File: config.mk
export PLATFORM = sky130hd
export DESIGN_NAME = hazard_ctrl
export DESIGN_NICKNAME = d
export VERILOG_FILES = /design/src/rtl/hazard_ctrl_pkg.sv /design/src/rtl/instr_class_dec.sv /design/src/rtl/hazard_ctrl.sv
export SDC_FILE = /design/constraint.sdc
export NUM_CORES = 1
export LEC_CHECK = 0
export ABC_AREA = 0
export ABC_CLOCK_PERIOD_IN_PS = 7280
export BUFFER_PORTS_ARGS = -buffer_cell sky130_fd_sc_hd__buf_2
export CELL_PAD_IN_SITES_DETAIL_PLACEMENT = 0
export CELL_PAD_IN_SITES_GLOBAL_PLACEMENT = 1
export CORE_MARGIN = 2
export CORE_UTILIZATION = 28
export DETAILED_ROUTE_END_ITERATION = 8
export PLACE_DENSITY_LB_ADDON = 0.2
export SLEW_MARGIN = 20
export SYNTH_ARGS = -nofsm -noshare
export SYNTH_HDL_FRONTEND = slang
export SYNTH_SLANG_ARGS = --single-unit
export TNS_END_PERCENT = 10
File: constraint.sdc
create_clock -name vclk -period 7.28
set_input_delay 1.092 -clock vclk [all_inputs]
set_output_delay 1.092 -clock vclk [all_outputs]
set_load 0.05 [all_outputs]
File: src/rtl/hazard_ctrl_pkg.sv
// Shared encodings for the hazard controller: opcode/funct values, Tuse/Tnew
// codes, bypass select values, mult/div latency defaults and compare helpers.
package hazard_ctrl_pkg;

    localparam logic [5:0] OP_RTYPE = 6'h00;
    localparam logic [5:0] OP_J     = 6'h02;
    localparam logic [5:0] OP_JAL   = 6'h03;
    localparam logic [5:0] OP_BEQ   = 6'h04;
    localparam logic [5:0] OP_ORI   = 6'h0d;
    localparam logic [5:0] OP_LUI   = 6'h0f;
    localparam logic [5:0] OP_LW    = 6'h23;
    localparam logic [5:0] OP_SW    = 6'h2b;

    localparam logic [5:0] FN_JR    = 6'h08;
    localparam logic [5:0] FN_MFHI  = 6'h10;
    localparam logic [5:0] FN_MTHI  = 6'h11;
    localparam logic [5:0] FN_MFLO  = 6'h12;
    localparam logic [5:0] FN_MTLO  = 6'h13;
    localparam logic [5:0] FN_MULT  = 6'h18;
    localparam logic [5:0] FN_MULTU = 6'h19;
    localparam logic [5:0] FN_DIV   = 6'h1a;
    localparam logic [5:0] FN_DIVU  = 6'h1b;
    localparam logic [5:0] FN_ADDU  = 6'h21;
    localparam logic [5:0] FN_SUBU  = 6'h23;

    typedef logic [1:0] tuse_t;
    typedef logic [1:0] tnew_t;

    // TUSE_NONE marks an operand that is not read; it never compares below any Tnew.
    localparam tuse_t TUSE_0    = 2'd0;
    localparam tuse_t TUSE_1    = 2'd1;
    localparam tuse_t TUSE_2    = 2'd2;
    localparam tuse_t TUSE_NONE = 2'd3;

    localparam tnew_t TNEW_0 = 2'd0;
    localparam tnew_t TNEW_1 = 2'd1;
    localparam tnew_t TNEW_2 = 2'd2;

    // Selects count stages ahead of the consumer: D takes E=1/M=2, E takes M=1/W=2.
    localparam logic [1:0] FWD_RF   = 2'd0;
    localparam logic [1:0] FWD_E    = 2'd1;
    localparam logic [1:0] FWD_M    = 2'd2;
    localparam logic [1:0] FWD_EX_M = 2'd1;
    localparam logic [1:0] FWD_W    = 2'd2;

    localparam int MULT_CYC_DEF = 5;
    localparam int DIV_CYC_DEF  = 10;

    // Consumer needs the value sooner than the producer can deliver it.
    function automatic logic stall_hit(input logic [4:0] src, input tuse_t tuse,
                                       input logic [4:0] dst, input tnew_t tnew);
        return (src != 5'd0) && (src == dst) && (tuse < tnew);
    endfunction

    // Producer already holds the result in its pipeline register.
    function automatic logic fwd_hit(input logic [4:0] src, input logic [4:0] dst,
                                     input tnew_t tnew);
        return (src != 5'd0) && (src == dst) && (tnew == TNEW_0);
    endfunction

endpackage

File: src/rtl/instr_class_dec.sv
// Classifies one instruction word into source/destination registers and
// Tuse/Tnew codes. Mult/div group decoded only with HAZARD_MD_UNIT_EN defined.
module instr_class_dec
    import hazard_ctrl_pkg::*;
(
    input  logic [31:0] ir,
    output logic [4:0]  rs,
    output logic [4:0]  rt,
    output logic [4:0]  dst,
    output tuse_t       tuse_rs,
    output tuse_t       tuse_rt,
    output tnew_t       tnew_e,
    output logic        is_md,
    output logic        is_mult,
    output logic        is_div
);

    logic [5:0] op;
    logic [5:0] fn;
    logic       unused_shamt;

    assign op           = ir[31:26];
    assign fn           = ir[5:0];
    assign unused_shamt = ^ir[10:6];

    // Unread operands report register 0 so they can never hazard or forward.
    always_comb begin
        rs      = 5'd0;
        rt      = 5'd0;
        dst     = 5'd0;
        tuse_rs = TUSE_NONE;
        tuse_rt = TUSE_NONE;
        tnew_e  = TNEW_0;
        is_md   = 1'b0;
        is_mult = 1'b0;
        is_div  = 1'b0;
        case (op)
            OP_RTYPE: begin
                case (fn)
                    FN_ADDU, FN_SUBU: begin
                        rs = ir[25:21]; tuse_rs = TUSE_1;
                        rt = ir[20:16]; tuse_rt = TUSE_1;
                        dst = ir[15:11]; tnew_e = TNEW_1;
                    end
                    FN_JR: begin
                        rs = ir[25:21]; tuse_rs = TUSE_0;
                    end
`ifdef HAZARD_MD_UNIT_EN
                    FN_MULT, FN_MULTU, FN_DIV, FN_DIVU: begin
                        rs = ir[25:21]; tuse_rs = TUSE_1;
                        rt = ir[20:16]; tuse_rt = TUSE_1;
                        is_md   = 1'b1;
                        is_mult = (fn == FN_MULT) || (fn == FN_MULTU);
                        is_div  = (fn == FN_DIV) || (fn == FN_DIVU);
                    end
                    FN_MFHI, FN_MFLO: begin
                        dst = ir[15:11]; tnew_e = TNEW_1; is_md = 1'b1;
                    end
                    FN_MTHI, FN_MTLO: begin
                        rs = ir[25:21]; tuse_rs = TUSE_1; is_md = 1'b1;
                    end
`endif
                    default: ;
                endcase
            end
            OP_ORI: begin
                rs = ir[25:21]; tuse_rs = TUSE_1;
                dst = ir[20:16]; tnew_e = TNEW_1;
            end
            OP_LUI: begin
                dst = ir[20:16]; tnew_e = TNEW_1;
            end
            OP_LW: begin
                rs = ir[25:21]; tuse_rs = TUSE_1;
                dst = ir[20:16]; tnew_e = TNEW_2;
            end
            OP_SW: begin
                rs = ir[25:21]; tuse_rs = TUSE_1;
                rt = ir[20:16]; tuse_rt = TUSE_2;
            end
            OP_BEQ: begin
                rs = ir[25:21]; tuse_rs = TUSE_0;
                rt = ir[20:16]; tuse_rt = TUSE_0;
            end
            OP_JAL: begin
                dst = 5'd31; tnew_e = TNEW_0;
            end
            OP_J: ;
            default: ;
        endcase
    end

endmodule

File: src/rtl/hazard_ctrl.sv
// Stall/flush/bypass controller for the five-stage pipeline with a busy
// counter for the mult/div unit. Define HAZARD_MD_UNIT_EN to build the
// mult/div decode, counter and md stall; otherwise md_start/md_busy are 0.
module hazard_ctrl
    import hazard_ctrl_pkg::*;
#(
    parameter int MULT_CYC = MULT_CYC_DEF,
    parameter int DIV_CYC  = DIV_CYC_DEF
) (
    input  logic        clk,
    input  logic        rst_n,
    input  logic [31:0] IRD,
    input  logic [31:0] IRE,
    input  logic [31:0] IRM,
    input  logic [31:0] IRW,
    output logic        enPC,
    output logic        enD,
    output logic        FlushE,
    output logic [1:0]  fwd_d_rs,
    output logic [1:0]  fwd_d_rt,
    output logic [1:0]  fwd_e_rs,
    output logic [1:0]  fwd_e_rt,
    output logic        fwd_m_rt,
    output logic        md_start,
    output logic        md_busy
);

    logic [4:0] rs_d, rt_d, dst_d, rs_e, rt_e, dst_e;
    logic [4:0] rs_m, rt_m, dst_m, rs_w, rt_w, dst_w;
    tuse_t      tuse_rs_d, tuse_rt_d, tuse_rs_e, tuse_rt_e;
    tuse_t      tuse_rs_m, tuse_rt_m, tuse_rs_w, tuse_rt_w;
    tnew_t      tnew_e_d, tnew_e_e, tnew_e_m, tnew_e_w, tnew_m;
    logic       is_md_d, is_md_e, is_md_m, is_md_w;
    logic       is_mult_d, is_mult_e, is_mult_m, is_mult_w;
    logic       is_div_d, is_div_e, is_div_m, is_div_w;
    logic       lu_stall, stall;
    logic       unused_sig;

    instr_class_dec u_dec_d (.ir(IRD), .rs(rs_d), .rt(rt_d), .dst(dst_d),
        .tuse_rs(tuse_rs_d), .tuse_rt(tuse_rt_d), .tnew_e(tnew_e_d),
        .is_md(is_md_d), .is_mult(is_mult_d), .is_div(is_div_d));
    instr_class_dec u_dec_e (.ir(IRE), .rs(rs_e), .rt(rt_e), .dst(dst_e),
        .tuse_rs(tuse_rs_e), .tuse_rt(tuse_rt_e), .tnew_e(tnew_e_e),
        .is_md(is_md_e), .is_mult(is_mult_e), .is_div(is_div_e));
    instr_class_dec u_dec_m (.ir(IRM), .rs(rs_m), .rt(rt_m), .dst(dst_m),
        .tuse_rs(tuse_rs_m), .tuse_rt(tuse_rt_m), .tnew_e(tnew_e_m),
        .is_md(is_md_m), .is_mult(is_mult_m), .is_div(is_div_m));
    instr_class_dec u_dec_w (.ir(IRW), .rs(rs_w), .rt(rt_w), .dst(dst_w),
        .tuse_rs(tuse_rs_w), .tuse_rt(tuse_rt_w), .tnew_e(tnew_e_w),
        .is_md(is_md_w), .is_mult(is_mult_w), .is_div(is_div_w));

    // One stage later the producer is one cycle closer to its result.
    assign tnew_m = (tnew_e_m == TNEW_0) ? TNEW_0 : tnew_t'(tnew_e_m - 2'd1);

    // Load-use style hazard against producers in E and M.
    always_comb begin
        lu_stall = stall_hit(rs_d, tuse_rs_d, dst_e, tnew_e_e)
                 | stall_hit(rt_d, tuse_rt_d, dst_e, tnew_e_e)
                 | stall_hit(rs_d, tuse_rs_d, dst_m, tnew_m)
                 | stall_hit(rt_d, tuse_rt_d, dst_m, tnew_m);
    end

    // Bypass selects: nearest producer holding a finished result wins.
    always_comb begin
        fwd_d_rs = FWD_RF;
        if (fwd_hit(rs_d, dst_e, tnew_e_e))    fwd_d_rs = FWD_E;
        else if (fwd_hit(rs_d, dst_m, tnew_m)) fwd_d_rs = FWD_M;
        fwd_d_rt = FWD_RF;
        if (fwd_hit(rt_d, dst_e, tnew_e_e))    fwd_d_rt = FWD_E;
        else if (fwd_hit(rt_d, dst_m, tnew_m)) fwd_d_rt = FWD_M;
        fwd_e_rs = FWD_RF;
        if (fwd_hit(rs_e, dst_m, tnew_m))      fwd_e_rs = FWD_EX_M;
        else if (fwd_hit(rs_e, dst_w, TNEW_0)) fwd_e_rs = FWD_W;
        fwd_e_rt = FWD_RF;
        if (fwd_hit(rt_e, dst_m, tnew_m))      fwd_e_rt = FWD_EX_M;
        else if (fwd_hit(rt_e, dst_w, TNEW_0)) fwd_e_rt = FWD_W;
        fwd_m_rt = fwd_hit(rt_m, dst_w, TNEW_0);
    end

`ifdef HAZARD_MD_UNIT_EN
    localparam int MAX_CYC = (MULT_CYC > DIV_CYC) ? MULT_CYC : DIV_CYC;
    localparam int CNT_W   = $clog2(MAX_CYC + 1);

    logic [CNT_W-1:0] md_cnt_q, md_cnt_d;

    assign md_start = (is_mult_e | is_div_e) && (md_cnt_q == '0);
    assign md_busy  = (md_cnt_q != '0);
    assign stall    = lu_stall | (is_md_d & (md_busy | md_start));

    // Load on start, then count down to idle.
    always_comb begin
        md_cnt_d = md_cnt_q;
        if (md_start)     md_cnt_d = is_div_e ? CNT_W'(DIV_CYC) : CNT_W'(MULT_CYC);
        else if (md_busy) md_cnt_d = md_cnt_q - CNT_W'(1);
    end

    // Busy counter; reset aborts any operation in flight.
    always_ff @(posedge clk or negedge rst_n) begin
        if (!rst_n) md_cnt_q <= '0;
        else        md_cnt_q <= md_cnt_d;
    end

    assign unused_sig = ^{dst_d, tnew_e_d, tnew_e_w, tuse_rs_e, tuse_rt_e, tuse_rs_m,
                          tuse_rt_m, tuse_rs_w, tuse_rt_w, rs_m, rs_w, rt_w, is_md_e,
                          is_md_m, is_md_w, is_mult_d, is_mult_m, is_mult_w, is_div_d,
                          is_div_m, is_div_w};
`else
    assign md_start = 1'b0;
    assign md_busy  = 1'b0;
    assign stall    = lu_stall;

    assign unused_sig = ^{dst_d, tnew_e_d, tnew_e_w, tuse_rs_e, tuse_rt_e, tuse_rs_m,
                          tuse_rt_m, tuse_rs_w, tuse_rt_w, rs_m, rs_w, rt_w, is_md_d,
                          is_md_e, is_md_m, is_md_w, is_mult_d, is_mult_e, is_mult_m,
                          is_mult_w, is_div_d, is_div_e, is_div_m, is_div_w, clk, rst_n,
                          (MULT_CYC == DIV_CYC)};
`endif

    assign enPC   = ~stall;
    assign enD    = ~stall;
    assign FlushE = stall;

endmodule

==> results of run 1 <==
-- cell type report --
| type | instances | share of cell area [%] |
|---|---|---|
| well taps | 75 | 4.065 |
| inverters | 5 | 0.8130 |
| repair buffers | 104 | 22.66 |
| multi-input cells | 225 | 72.47 |
-- synth_stat cells, drive strengths merged (7+ instances only) --
master / count / area, um2
xnor2: 20 / 175.2
nor2: 15 / 56.30
nor4: 13 / 87.58
xor2: 13 / 113.9
nand4: 12 / 75.07
and3: 9 / 63.81
nor3: 9 / 50.05
o211ai: 9 / 67.56
a21oi: 8 / 40.04
a221o: 8 / 93.84
nand3: 8 / 40.04
nand2: 7 / 26.28
o21ai: 7 / 35.03
or4: 7 / 56.30
-- report_power, final --
part	internal, uW	total, uW	switching [uW]
Clock	0	0	0
Combinational	39.2	85.4	46.2
Sequential	0	0	0
Total	39.2	85.4	46.2
-- critical path: stages --
cell and delay [ns]:
buf_2 0.12, nor4_1 0.50, o211ai_1 0.17, or2b_2 0.25, o21ai_0 0.16, or4_4 0.57
a2111o_1 0.37, and4_1 0.20, buf_2 0.21
-- cell families after synthesis --
| kind of cell | Yosys count | synth area share [%] |
|---|---|---|
| AOI/OAI and AO/OA | 66 | 31.62 |
| xor gates and xnor gates | 33 | 16.75 |
| adders and majority gates | 4 | 2.901 |
| buffers and inverters | 11 | 3.481 |
| other | 2 | 0.4353 |
| and+or+nand+nor | 118 | 44.81 |
-- routing by layer --
layer | track usage (%) | vias to the layer above
met1 | 23.34 | 1022
met3 | 1.739 | 0
met5 | 0 | -
met4 | 0 | 0
li1 | - | 1161
met2 | 32.50 | 77
-- path summary, 6_finish.rpt --
| path | startpoint | end |
|---|---|---|
| setup / recovery | IRD[30] | enD |
| hold / removal | IRM[19] | fwd_m_rt |
-- layout by cell type, fill, tap and decap left out, types with 3 or more instances in the layout --
master,instances
buf_2,103
a221o_1,5
and3_1,6
o21ai_0,7
xnor2_1,20
nand2_1,7
nand4_1,12
conb_1,4
and4_1,4
inv_1,5
nor3_1,8
and3b_1,4
nor3b_1,3
nor4_1,12
a21oi_1,8
o211ai_1,9
nand3_1,8
o21a_1,3
nor4b_1,3
o2111ai_1,3
a221oi_1,4
xor2_1,13
a31oi_1,3
a2111o_1,3
ha_1,4
or2_2,4
or4_1,6
nor2_1,15
nand2b_1,5
-- metrics by stage --
step / utilization [%] / power, uW
final: 38.76 / 85.44
after global placement: 38.76 / 85.08
after global routing: 38.76 / 95.50
after CTS: 38.76 / 85.82
after floorplan: - / 42.26
after detailed placement: 38.76 / 85.51
==> impl_metrics.yaml, run 1 <==
finish:
  design.seq.count: 0
  n_antenna_cell: 0
  final_area_um2: 2308
  multiInputGateArea_um2: 1673
  clkbuf_count: 0
  finalNetCount: 470
  fillers: 683
  seqCellArea_um2: 0
  area_growth_pct: 33.79
  drive_gt1_share_pct: 37.72
  instances_no_fill: 409
die:
  die_h_um: 82.50
  io_pins: 144
  placementRows: 28
  start_util_pct: 28.97
  die-area_um2: 6806
  core_area_um2: 5956
  fp.dieW_um: 82.50
detailed_routing:
  maxUsedRoutingLayer: "met3"
  wl_per_cell_um: 14.62
  wl_met2_um: 2865
  num_vias: 2260
  vias_per_cell: 5.526
  ant_nets: 0
  route.detailed.drc: 0
  drt-total-wl_um: 5978
  drt-pass1-iter-count: 4
  drt-initial-drc-count: 86
  wl_met3_um: 428
  met1_length_um: 2684
global_route:
  track_usage_pct: 17.57
  grt-ovfl-total: 0
  grt_max_degree: 9
  grt_pass1_vias: 2057
  antenna_found_initial: 0
  grt_pass1_wl_um: 9563
placed_design:
  dp.cells: 409
  post-place-ws_ns: 2.510
  dp_hpwl_um: 5205
  post_dp_cell_area_um2: 2308
  io_buffers: 103
  routabilityCongestion: 0.8331
pwr:
  powerDensity_nw_per_um2: 37.01
  leakage_uw: 0.0009382
  peakVddDrop_mv: 0.01892
timing:
  holdWs_ns: 2.616
  maxSlewHeadroom_pct: 45.08
  rsz0062_at_grt: "no"
  period_share_pct: 65.09
  max_freq_mhz: 211.1
  tns_ns: 0
  finalSetupViolations: 0
  hold_violations: 0
  fin_crit_ns: 4.738
  worst_pin_slew_ns: 0.8237
  layout_setup_ws_ns: 2.542
  finalMaxSlewViolations: 0
min_path:
  hold_class: "input pin to output pin"
  min_delay_path_depth: 4
clock_network:
  hold_buffers: 0
  cts_resized: 0
  post_cts_buffers: 0
worst_setup_path:
  worstSetupPathType: "input pin to output pin"
  cp_max_fo: 5
  cp.required_ns: 6.19
  worstPathArrival_ns: 3.65
  worst_setup_path_start_kind: "input pin"
  cp-end-kind: "output pin"
logic_synthesis:
  yosys_warnings: 0
  synth-seq-area-share_pct: 0
  avgSynthCellArea_um2: 7.374
  synth_cells: 234
  syn_area_um2: 1725
  yosysUniqueCellTypes: 64
job:
  maxCapViolCount: 0
outcome:
  status: "finished, final reports clean"
No activity file was read; power rests on OpenSTA's default activity.
==> run 2, diff against run 1 <==
- ABC_CLOCK_PERIOD_IN_PS: 7280 -> 4950
- CORE_UTILIZATION: 28 -> 26
- clock period: 7.28 -> 4.95 ns (I/O delays scaled with it)
==> run 2 against run 1 <==
Net effect:
- setup slack got worse by 1.7 ns
- global-route usage decreased by 0.90 points
- non-clock buffer count unchanged
- sequential share of layout area unchanged
- via count increased by 1.1%
- first-iteration DRC count increased by 17%
- routed wire length increased by 5.6%
- utilization decreased by 2.5 points
- highest routed layer unchanged
==> impl_metrics.yaml, run 2 (synthesis results as in run 1) <==
die:
  core_area_um2: 6386
  die-area_um2: 7303
  placementRows: 29
  io_pins: 144
  start_util_pct: 27.02
  fp.dieW_um: 85.46
  die_h_um: 85.46
pwr:
  p_total_uw: 126.9
  p_switching_uw: 69.11
  p_sw_share_pct: 54.46
  p_int_uw: 57.78
  leakage_uw: 0.0009395
  peakVddDrop_mv: 0.02590
  power_frac_clock_pct: 0
  pwr-share-seq_pct: 0
  pwr-share-comb_pct: 100.0
  powerDensity_nw_per_um2: 54.76
global_route:
  track_usage_pct: 16.67
  grt_pass1_vias: 2267
  antenna_found_initial: 1
  grt_max_degree: 9
  grt_util_met3_pct: 2.432
  busiest_layer: "met2"
  grt-ovfl-total: 0
  grt_pass1_wl_um: 10320
  use_met2_pct: 29.62
  grt_use_met1_pct: 22.65
timing:
  max_freq_mhz: 245.1
  hold_violations: 0
  worst_pin_slew_ns: 0.7841
  fin_crit_ns: 4.080
  period_share_pct: 82.42
  maxSlewHeadroom_pct: 47.72
  finalMaxSlewViolations: 0
  rsz0062_at_grt: "no"
  tns_ns: 0
  finalSetupViolations: 0
clock_network:
  post_cts_buffers: 0
  hold_buffers: 0
  cts_resized: 0
finish:
  fillers: 700
  clkbuf_count: 0
  drive_gt1_share_pct: 38.02
  n_antenna_cell: 0
  seqCellArea_um2: 0
  mostFrequentLayoutCells: "buf_2 (103), xnor2_1 (20), nor2_1 (15)"
  mostFrequentLayoutCell: "buf_2"
  area_growth_pct: 34.30
  design.seq.count: 0
  finalNetCount: 470
  multiInputGateArea_um2: 1679
worst_setup_path:
  cp-end-kind: "output pin"
  worstPathArrival_ns: 3.34
  worstSetupPathType: "input pin to output pin"
  critPathLaunch: "IRD[30]"
  cp_max_fo: 5
  worst_setup_path_start_kind: "input pin"
  cp.required_ns: 4.21
placed_design:
  dp_hpwl_um: 5315
  routabilityCongestion: 0.8373
  io_buffers: 103
detailed_routing:
  vias_per_cell: 5.557
  wl_per_cell_um: 15.36
  drt-initial-drc-count: 101
  drt-total-wl_um: 6314
  num_vias: 2284
  drt-pass1-iter-count: 4
  route.detailed.drc: 0
  ant_nets: 0
min_path:
  min_delay_path_depth: 4
  hold_path.startpoint: "IRM[19]"
  hold_class: "input pin to output pin"
  holdPathEnd: "fwd_m_rt"
job:
  maxCapViolCount: 0
outcome:
  status: "finished, final reports clean"
==> run 2: power groups by stage <==
stage | registers [uW] | logic, uW | clock network (uW)
4_1_cts | 0 | 127 | 0
3_3_place_gp | 0 | 125 | 0
5_1_grt | 0 | 142 | 0
6_report | 0 | 127 | 0
3_5_place_dp | 0 | 126 | 0
2_1_floorplan | 0 | 62.5 | 0
==> run 2: layout make-up <==
cell class                 count  area share (%)
inverter                       5          0.8099
multi-input combinational    225           72.46
tap                           77           4.158
timing repair buffer         104           22.57
==> run 2: layer usage <==
metal	vias up	part of all wire, %
met5	-	0
met4	0	0
met3	0	7.2
met2	85	47
met1	1038	46
li1	1161	-
==> run 2: critical path: stages <==
cell and delay, ns:
buf_2 0.13, or4b_4 0.53, o22ai_1 0.21, or2b_2 0.20, o21ai_0 0.15, or4_4 0.56
a2111o_1 0.39, and4_1 0.22, buf_2 0.21
==> run 2: worst max-delay path by stage <==
stage               slack [ns]           to  depth (start not counted)
finish                    0.87          enD                          9
global route              0.65          enD                         10
CTS                       0.88          enD                          9
detailed placement        0.89  fwd_e_rt[0]                          8
global placement          0.89         enPC                          9
floorplan               -0.006  fwd_d_rs[1]                          8
==> run 2: through the flow <==
step | setup slack [ns] | hold slack, ns | instance area, um2 | utilization, % | instances
floorplan | -0.006093 | 1.707 | 1739 | - | 236
CTS | 0.8823 | 1.919 | 2317 | 36.29 | 411
detailed placement | 0.8870 | 1.918 | 2317 | 36.29 | 411
finish | 0.8700 | 1.918 | 2317 | 36.29 | 411
global route | 0.6487 | 1.940 | 2317 | 36.29 | 411
global placement | 0.8852 | 1.921 | 2317 | 36.29 | 411
==> run 3, diff against run 2 <==
- ABC_CLOCK_PERIOD_IN_PS: 4950 -> 3600
- CORE_UTILIZATION: 26 -> 24
- clock period: 4.95 -> 3.6 ns (I/O delays scaled with it)
==> run 3 against run 2 <==
Net effect:
- setup slack lost 0.76 ns
- clock-buffer cell count unchanged
- global-route usage shrank 0.45 points
- largest power group unchanged
==> impl_metrics.yaml, run 3 (synthesis results as in run 1) <==
pwr:
  p_switching_uw: 101.9
  powerDensity_nw_per_um2: 72.59
  leakage_uw: 0.001114
  p_sw_share_pct: 52.70
  pwr-share-seq_pct: 0
  p_int_uw: 91.45
  pwr-share-comb_pct: 100.0
  p_total_uw: 193.4
  peakVddDrop_mv: 0.02798
  power_frac_clock_pct: 0
global_route:
  grt_max_degree: 9
  track_usage_pct: 16.22
  grt_pass1_wl_um: 10450
  grt-ovfl-total: 0
  grt_pass1_vias: 2279
  antenna_found_initial: 0
timing:
  period_share_pct: 96.97
  fin_crit_ns: 3.491
  holdWs_ns: 1.513
  worst_pin_slew_ns: 0.6385
  maxSlewHeadroom_pct: 57.10
  rsz0062_at_grt: "no"
  finalMaxSlewViolations: 0
  max_freq_mhz: 286.5
  hold_violations: 0
  finalSetupViolations: 0
worst_setup_path:
  cp.required_ns: 3.06
  crit_family: "compound AO/OA/AOI/OAI gates"
  cp-end-kind: "output pin"
  path_cells: "buf_2, and3b_1, o21a_1, a221o_4, or4_1, a21o_1, a2111oi_4, buf_2"
  cp_num_cells: 8
  critPathLaunch: "IRM[29]"
  worstPathArrival_ns: 2.95
  worstSetupPathType: "input pin to output pin"
  cp_max_fo: 6
  cp_common_cell: "buf_2"
  crit_slowest_cell: "or4_1"
  worst_setup_path_start_kind: "input pin"
  crit_end: "fwd_e_rt[0]"
  worst-path-buf-inv: 2
  cp_slowest_stage_delay_ns: 0.47
die:
  io_pins: 144
  placementRows: 30
  die-area_um2: 7884
  start_util_pct: 25.12
  core_area_um2: 6869
  die_h_um: 88.79
  fp.dieW_um: 88.79
detailed_routing:
  drt-pass1-iter-count: 4
  vias_per_cell: 5.250
  num_vias: 2415
  wl_per_cell_um: 14.45
  drt-total-wl_um: 6647
  ant_nets: 0
  route.detailed.drc: 0
  drt-initial-drc-count: 49
finish:
  design.seq.count: 0
  area_growth_pct: 54.39
  n_antenna_cell: 0
  finalNetCount: 500
  clkbuf_count: 0
  multiInputGateArea_um2: 1762
  drive_gt1_share_pct: 46.70
  seqCellArea_um2: 0
  mostFrequentLayoutCell: "buf_2"
  mostFrequentLayoutCells: "buf_2 (100), buf_4 (31), xnor2_1 (20)"
  fillers: 786
placed_design:
  routabilityCongestion: 0.8408
  io_buffers: 103
  dp_hpwl_um: 5860
outcome:
  status: "finished, final reports clean"
min_path:
  hold_class: "input pin to output pin"
job:
  maxCapViolCount: 0
run 3: changes by cell type in the layout (fill, tap and decap cells not counted), moves of 3 or more:
cell and change:
nor4_2 +3, buf_4 +30, buf_2 -3, nor4_1 -3
run 3: worst min path at each step:
stage,to,startpoint,cells after the start
2_1_floorplan,fwd_e_rt[1],IRE[20],3
3_3_place_gp,fwd_m_rt,IRM[19],4
3_5_place_dp,fwd_m_rt,IRM[19],4
4_1_cts,fwd_m_rt,IRM[19],4
5_1_grt,fwd_m_rt,IRM[19],4
6_report,fwd_m_rt,IRM[19],4
run 3: what timing repair did:
action | 4_1_cts | 5_1_grt
endpoints found under the setup margin | 2 | 8
setup buffers | 0 | 2
hold buffers | 0 | 0
pin swaps | 0 | 2
gates resized for setup | 1 | 17
run 3: power by group through the flow:
| stage | Combinational (uW) | Sequential, uW | Clock, uW |
|---|---|---|---|
| 6_report | 193 | 0 | 0 |
| 5_1_grt | 214 | 0 | 0 |
| 4_1_cts | 190 | 0 | 0 |
| 3_5_place_dp | 189 | 0 | 0 |
| 3_3_place_gp | 186 | 0 | 0 |
| 2_1_floorplan | 87.4 | 0 | 0 |
run 3: final cells by class:
| type | count | share of cell area, % |
|---|---|---|
| multi-input combinational | 225 | 66.13 |
| timing repair buffer | 134 | 28.65 |
| tap | 96 | 4.509 |
| inverter | 5 | 0.7046 |
run 3: stage by stage:
step	area [um2]	setup TNS, ns	worst slack [ns]	utilization (%)	std cells
6_report	2664	0	0.1091	38.78	460
5_1_grt	2664	0	0.009916	38.78	460
4_1_cts	2591	0	0.009914	37.72	458
3_5_place_dp	2586	-0.07825	-0.03936	37.65	458
3_3_place_gp	2586	0	0.003197	37.65	458
2_1_floorplan	1774	-0.3686	-0.2378	-	236
run 3: metal layers:
metal / GRT usage, % / wire [um] / vias up
met5: 0 / 0 / -
met4: 0.6887 / 26 / 0
met1: 22.75 / 3071 / 1107
met2: 28.56 / 3141 / 79
met3: 1.026 / 406 / 2
li1: - / - / 1227
